[src/rtl/unidade_mult_div.sv]
// unidade_mult_div: iterative MULT/MULTU/DIV/DIVU unit with HI/LO registers.
// Optional `MULT_DIV_ZERO_BYPASS_EN sends divide-by-zero straight to FIX.
module unidade_mult_div #(
  parameter int LARGURA = 32
) (
  input  logic               clock,
  input  logic               reset_n,
  input  logic               start,
  input  logic [1:0]         op,
  input  logic [LARGURA-1:0] operando_a,
  input  logic [LARGURA-1:0] operando_b,
  input  logic               wr_hi,
  input  logic               wr_lo,
  input  logic [LARGURA-1:0] data_in,
  output logic               busy,
  output logic               done,
  output logic [LARGURA-1:0] hi,
  output logic [LARGURA-1:0] lo
);
  localparam int W  = LARGURA;
  localparam int CW = $clog2(W);
  typedef enum logic [1:0] {IDLE, CALC, FIX} state_t;
  state_t state, state_n;
  logic [CW-1:0] cnt;
  logic [2*W-1:0] acc, acc_n, prod;
  logic [W-1:0] m, raw_a, abs_a, abs_b, q, r, hi_fix, lo_fix;
  logic [W:0] sum, shl, diff;
  logic is_div, dz, neg_q, neg_r, sa, sb, zero_b, go, byp;
  assign sa     = ~op[0] & operando_a[W-1];
  assign sb     = ~op[0] & operando_b[W-1];
  assign abs_a  = sa ? -operando_a : operando_a;
  assign abs_b  = sb ? -operando_b : operando_b;
  assign zero_b = operando_b == '0;
  assign go     = state == IDLE && start;
`ifdef MULT_DIV_ZERO_BYPASS_EN
  assign byp = op[1] & zero_b;
`else
  assign byp = 1'b0;
`endif
  // acc holds {upper product, multiplier} for multiply, {remainder, quotient} for divide
  assign sum   = {1'b0, acc[2*W-1:W]} + (acc[0] ? {1'b0, m} : '0);
  assign shl   = {acc[2*W-1:W], acc[W-1]};
  assign diff  = shl - {1'b0, m};
  assign acc_n = is_div ? (diff[W] ? {shl[W-1:0], acc[W-2:0], 1'b0} : {diff[W-1:0], acc[W-2:0], 1'b1})
                        : {sum, acc[W-1:1]};
  assign prod   = neg_q ? -acc : acc;
  assign q      = acc[W-1:0];
  assign r      = acc[2*W-1:W];
  assign hi_fix = is_div ? (dz ? raw_a : (neg_r ? -r : r)) : prod[2*W-1:W];
  assign lo_fix = is_div ? (dz ? '1 : (neg_q ? -q : q)) : prod[W-1:0];
  always_comb begin
    state_n = IDLE;
    state_n = state == IDLE ? (start ? (byp ? FIX : CALC) : IDLE)
            : state == CALC ? (cnt == CW'(W - 1) ? FIX : CALC)
            : IDLE;
  end
  always_ff @(posedge clock or negedge reset_n) begin
    if (!reset_n) begin
      state  <= IDLE;
      busy   <= 1'b0;
      done   <= 1'b0;
      hi     <= '0;
      lo     <= '0;
      cnt    <= '0;
      acc    <= '0;
      m      <= '0;
      raw_a  <= '0;
      is_div <= 1'b0;
      dz     <= 1'b0;
      neg_q  <= 1'b0;
      neg_r  <= 1'b0;
    end else begin
      state <= state_n;
      busy  <= state_n != IDLE;
      done  <= state == FIX;
      cnt   <= state == CALC ? cnt + 1'b1 : '0;
      if (go) begin
        is_div <= op[1];
        dz     <= op[1] & zero_b;
        neg_q  <= sa ^ sb;
        neg_r  <= sa;
        raw_a  <= operando_a;
        m      <= op[1] ? abs_b : abs_a;
        acc    <= {{W{1'b0}}, op[1] ? abs_a : abs_b};
      end else if (state == CALC) begin
        acc <= acc_n;
      end
      if (state == FIX) begin
        hi <= hi_fix;
        lo <= lo_fix;
      end else if (state == IDLE && !start) begin
        if (wr_hi) hi <= data_in;
        if (wr_lo) lo <= data_in;
      end
    end
  end
endmodule

[config.mk]
export PLATFORM = sky130hd
export DESIGN_NAME = unidade_mult_div
export DESIGN_NICKNAME = d
export VERILOG_FILES = /design/src/rtl/unidade_mult_div.sv
export SDC_FILE = /design/constraint.sdc
export NUM_CORES = 1
export LEC_CHECK = 0
export ABC_AREA = 1
export CELL_PAD_IN_SITES_DETAIL_PLACEMENT = 1
export CELL_PAD_IN_SITES_GLOBAL_PLACEMENT = 1
export CORE_ASPECT_RATIO = 0.5
export CORE_MARGIN = 8
export CORE_UTILIZATION = 42
export CTS_CLUSTER_DIAMETER = 50
export DETAILED_ROUTE_END_ITERATION = 10
export HOLD_SLACK_MARGIN = 0.08
export PLACE_DENSITY = 0.84
export SLEW_MARGIN = 40
export SYNTH_ARGS = -nofsm -noshare
export SYNTH_HDL_FRONTEND = slang
export SYNTH_SLANG_ARGS = --single-unit
export TNS_END_PERCENT = 100
[constraint.sdc]
create_clock -name clock -period 3 [get_ports clock]
set_input_delay 0.3 -clock clock [delete_from_list [all_inputs] [get_ports clock]]
set_output_delay 0.3 -clock clock [all_outputs]
set_load 0.01 [all_outputs]
== After elaboration in Yosys (flattened, before gate mapping) ==
Cells that the tools add are included.

* Register bits after elaboration: 205
* Latch bits: 0
* Memory bits (writable): 0
* ROM bits: 0
* Input bits: 103
* Output and inout port bits: 66
* Word-level logic and storage cells: 68
* Memories: 0

* Add/sub/neg operators: 8
* Multipliers: 0
* Divide/modulo/power cells: 0
* $lt $le $gt $ge: 0
* Eq/ne operators: 3
* Shift operators: 0
* Muxes and demuxes: 27
* Bitwise operators: 5
* Reduce and logical (&&, ||, !) cells: 12

{| class="wikitable"
|+ Operators with widths
! operator !! number
|-
| two-way mux 32 bit || 17
|-
| two-way mux 64 bit || 5
|-
| negation 32 bit || 4
|-
| negation 64 bit || 1
|-
| adder 32 x 32 -> 33 bit || 1
|-
| subtractor 33 x 32 -> 33 bit || 1
|-
| zero test 32 bit || 1
|-
| nonzero test 2 bit || 5
|-
| two-way mux 2 bit || 3
|-
| adder 5 x 1 -> 5 bit, second input constant || 1
|-
| == test 5 bit, second input constant || 1
|-
| two-way mux 5 bit || 1
|-
| AND reduction 2 bit || 2
|-
| AND 1 bit || 3
|-
| == test 2 x 1 -> 1 bit, second input constant || 1
|-
| == test 2 bit, second input constant || 1
|-
| logical AND 1 bit || 2
|-
| zero test 2 bit || 1
|-
| zero test 1 bit || 1
|-
| two-way mux 1 bit || 1
|-
| NOT 1 bit || 1
|-
| XOR 1 bit || 1
|}

== Longest topological paths before layout ==
* Word-level depth: 5
* Gate-level depth with buffers: 20
* Depth with buffers taken out: 18

== Worst setup path before layout ==
No wires, ideal clock.

* Path kind: flip-flop to flip-flop
* From: reg acc[0]
* To: reg acc[59]
* Setup time: 0.116 ns
* Data arrival time: 2.570 ns
* Required time: 2.884 ns
* Path slack: 0.313 ns
* Stages on the path, launching flop included: 20
* Path buffers: 2
* Clock period less this slack: 2.687 ns
* Cells stage by stage: dfrtp_1 > buf_2 > clkbuf_1 > nand2_1 > inv_1 > ha_1 > inv_1 > fa_1 > o21ai_0 > nand2_1 > nand2_1 > nand2_1 > nand2_1 > nand2_1 > nand3_1 > nand2_1 > nor2_1 > nor2_1 > nand2_1 > nand2_1

* Cells in the longest elaborated chain, start to end: 5

{| class="wikitable"
|+ RTL lines
! element !! RTL line !! text
|-
| start: declaration || 25 || <nowiki>logic [2*W-1:0] acc, acc_n, prod;</nowiki>
|-
| start signal: assignment || 84 || <nowiki>acc <= {{W{1'b0}}, op[1] ? abs_a : abs_b};</nowiki>
|-
| start signal: assignment || 86 || <nowiki>acc <= acc_n;</nowiki>
|-
| two-way mux 32 bit || 41 || <nowiki>assign sum = {1'b0, acc[2*W-1:W]} + (acc[0] ? {1'b0, m} : '0);</nowiki>
|-
| adder 32 x 32 -> 33 bit || 41 ||
|-
| two-way mux 64 bit || 44 || <nowiki>assign acc_n = is_div ? (diff[W] ? {shl[W-1:0], acc[W-2:0], 1'b0} : {diff[W-1:0], acc[W-2:0], 1'b1})</nowiki>
|-
| two-way mux 64 bit || 85 || <nowiki>end else if (state == CALC) begin</nowiki>
|-
| two-way mux 64 bit || 77 || <nowiki>if (go) begin</nowiki>
|}

Every way passes these cells. The select of a mux whose other input is x is not followed.
A chain may end at the register's enable or synchronous reset.

== Worst setup path after layout ==
* From: reg acc[31]
* To: reg acc[40]

* Cells in the longest elaborated chain, start to end: 5

{| class="wikitable"
|+ RTL lines
! element !! RTL line !! text
|-
| subtractor 33 x 32 -> 33 bit || 43 || <nowiki>assign diff = shl - {1'b0, m};</nowiki>
|-
| two-way mux 64 bit (2 in series) || 44 ||
|-
| two-way mux 64 bit || 85 ||
|-
| two-way mux 64 bit || 77 ||
|}

Every way passes these cells. The select of a mux whose other input is x is not followed.

==> results.py <==
metrics = {
    "critical_path": {
        "cp_slowest_cell": "dfrtp_2",
        "critPathLaunchType": "flop",
        "crit_path_cell_trace": "inv_1, ha_1, fa_1, inv_1, nand2_1, nand2_1, nand3_1, nand2_2, nand2_2, nand2_4, nand2_4, nand3_2, nand2_4, nand2_1, nand2_1, o21bai_1, nand2_1",
        "cp_common_cell": "nand2_1",
        "cpPeakStageDelay_ns": 0.42,
        "path_class": "reg -> reg",
        "cp_top_family": "simple AND/OR/NAND/NOR gates",
        "end_kind": "flop",
        "crit_cells": 17,
        "cp_max_fo": 13,
        "crit_arrival_ns": 3.31,
        "cp_num_buf_inv": 2,
        "rr_worst_depth": 17,
        "critical_path_required_ns": 3.46,
    },
    "route": {
        "dr_total_vias": 25100,
        "route.detailed.wl_per_inst_um": 25.0,
        "drc": 0,
        "ant_nets": 0,
        "drt-initial-drc-count": 2667,
        "dr.pass1.iters": 6,
        "wl_mm": 106,
        "vias_per_cell": 5.90,
    },
    "placement": {
        "pre_cts_slack_ns": -0.00566,
        "post-dp-hpwl_mm": 86.3,
        "port_buffers": 168,
        "dpl-instance-area_um2": 23400,
        "gp_congestion": 1.05,
    },
    "clock_network": {
        "h-tree-depth": 1,
        "cts_tree": "built",
        "clockBufferDepth": 3,
        "root_buffer": "clkbuf_16",
        "post-cts-setup-buffer-count": 0,
        "numCtsBuffers": 24,
        "cts.clk_slew.worst_paths_ns": 0.07,
        "clock_latency_ns": 0.58,
        "cts.sinks": 205,
    },
    "global_route": {
        "grt_usage_pct": 36.9,
        "antenna_found_initial": 2,
        "grt_pass1_vias": 25000,
        "grt_overflow": 0,
        "grt_max_degree": 79,
        "grt_pass1_wl_mm": 158,
    },
    "finish": {
        "diodes": 0,
        "final_cell_mix": "nand2_1 (1,087), inv_1 (447), nor2_1 (363)",
        "finalInstanceArea_um2": 24300,
        "fin_nets": 3757,
        "areaGrowthSynthToFinish_pct": 19.8,
        "drive_gt1_share_pct": 8.25,
        "layout_commonest_cell": "nand2_1",
    },
    "floorplanning": {
        "die_h_um": 172,
        "fp-row-count": 57,
        "io_pins": 169,
        "initial_utilization_pct": 42.2,
        "coreArea_um2": 48100,
        "fp.dieW_um": 327,
        "dieArea_um2": 56100,
    },
    "sta": {
        "max_freq_mhz": 350,
        "final_hold_viol_count": 0,
        "rsz0062_at_grt": "no",
        "fin_crit_sh_pct": 95.1,
        "max-slew-margin-rel_pct": 46.3,
        "period_needed_ns": 2.85,
        "fin_worst_skew_ns": 0.0322,
        "finalSetupViolCount": 0,
        "worst_pin_slew_ns": 0.797,
        "fin_ws_ns": 0.146,
        "maxSlewViolCount": 0,
    },
    "yosys": {
        "syn_inst": 3383,
        "ys_ff_latch": 205,
        "synthesis.nets": 3558,
        "synth_edf_count": 0,
        "avgSynthCellArea_um2": 6.01,
        "synth-async-reset-ratio_pct": 100,
        "yosysTopAreaCellShare_pct": 25.2,
        "syn_area_um2": 20300,
        "ys_types": 53,
        "synth.top_cells.by_area": "dfrtp_1 (25%), nand2_1 (20%), inv_1 (8.3%)",
        "yosysWarnings": 0,
        "synthDominantAreaCellType": "dfrtp_1",
        "yosys_most_used_dff": "dfrtp_1",
        "synth_seq_area_share_pct": 25.2,
    },
    "pwr": {
        "p_leak_uw": 0.0123,
        "report.power.total_uw": 28200,
        "max-vdd-ir-drop_mv": 0.625,
        "cellPowerDensity_nw_per_um2": 1160,
    },
    "outcome": {
        "status": "finished, final reports clean",
    },
    "run": {
        "maxCapViolCount": 0,
    },
    "hold_path": {
        "min-delay-path-class": "in -> async",
    },
}
[per-layer routing]
layer  vias to the layer above  part of all wire (%)  GRT usage (%)
met3                       209                    11           9.74
met1                     12300                    43           50.5
met2                      1235                    42           56.6
met4                         0                   4.0           12.2
li1                      11300                     -              -
met5                         -                     0              0
[flip-flops by register name (all words and copies together), names as in the netlist, 2 cells and up]
name,flops
acc,64
cnt,5
hi,32
lo,32
m,32
raw_a,32
state,2
[power breakdown]
| group | switching (uW) | leakage [uW] | internal [uW] |
|---|---|---|---|
| clock network | 1450 | 0.000449 | 2110 |
| logic | 13100 | 0.00940 | 6270 |
| registers | 1450 | 0.00242 | 3820 |
[path summary, 6_finish.rpt]
path,start,end,slack [ns]
max reg2reg,acc[31]$_DFFE_PN0P_,acc[40]$_DFFE_PN0P_,0.15
min reg2reg,raw_a[7]$_DFFE_PN0P_,raw_a[7]$_DFFE_PN0P_,0.48
max,acc[31]$_DFFE_PN0P_,acc[40]$_DFFE_PN0P_,0.15
min,reset_n,acc[6]$_DFFE_PN0P_,0.28
min in group clock,data_in[29],hi[29]$_DFFE_PN0P_,0.39
max in group asynchronous,reset_n,acc[62]$_DFFE_PN0P_,1.94
[stage by stage]
stage	hold slack, ns	TNS [ns]	utilization, %	instances
after CTS	0.291	0	50.5	4247
after global placement	0.309	0	48.5	4202
final	0.280	0	50.6	4249
after detailed placement	0.310	-0.00566	48.5	4202
after global routing	0.315	0	50.6	4249
after floorplan	0.00441	0	-	3383
[cell usage after synthesis (all sizes together), types with 36 or more instances]
cell,number
inv,458
a21oi,170
clkbuf,79
buf,49
o211ai,36
xor2,50
ha,70
o21ai,228
nor2,388
nand4,47
nand2,1106
nand3,250
dfrtp,205
[timing repair]
action                                 in CTS  in global routing
setup endpoints to repair                   3                 19
pin swaps                                   0                  1
endpoints found under the hold margin      66                  0
gates cloned                                0                  2
gates resized for setup                     1                  6
hold buffers                                1                  0
[cell type report]
| type | instances | area [um^2] |
|---|---|---|
| Fill cell | 6697 | 23800 |
| Multi-Input combinational cell | 2591 | 13000 |
| Sequential cell | 205 | 5130 |
| Timing Repair Buffer | 299 | 2770 |
| Inverter | 461 | 1730 |
| Tap cell | 649 | 812 |
| Clock buffer | 27 | 653 |
| Clock inverter | 17 | 282 |
[cells by family (layout without fill, tap and decap cells)]
family / Yosys count / count (layout) / synth area share (%)
AND/OR/NAND/NOR: 1876 / 1878 / 39.0
buffers and inverters: 589 / 804 / 11.4
AO/OA/AOI/OAI: 575 / 575 / 17.0
flip-flops: 205 / 205 / 25.2
adder cells (fa/ha/maj): 72 / 72 / 4.51
XOR/XNOR: 66 / 66 / 2.84
Power figures use the tool's default switching activity.
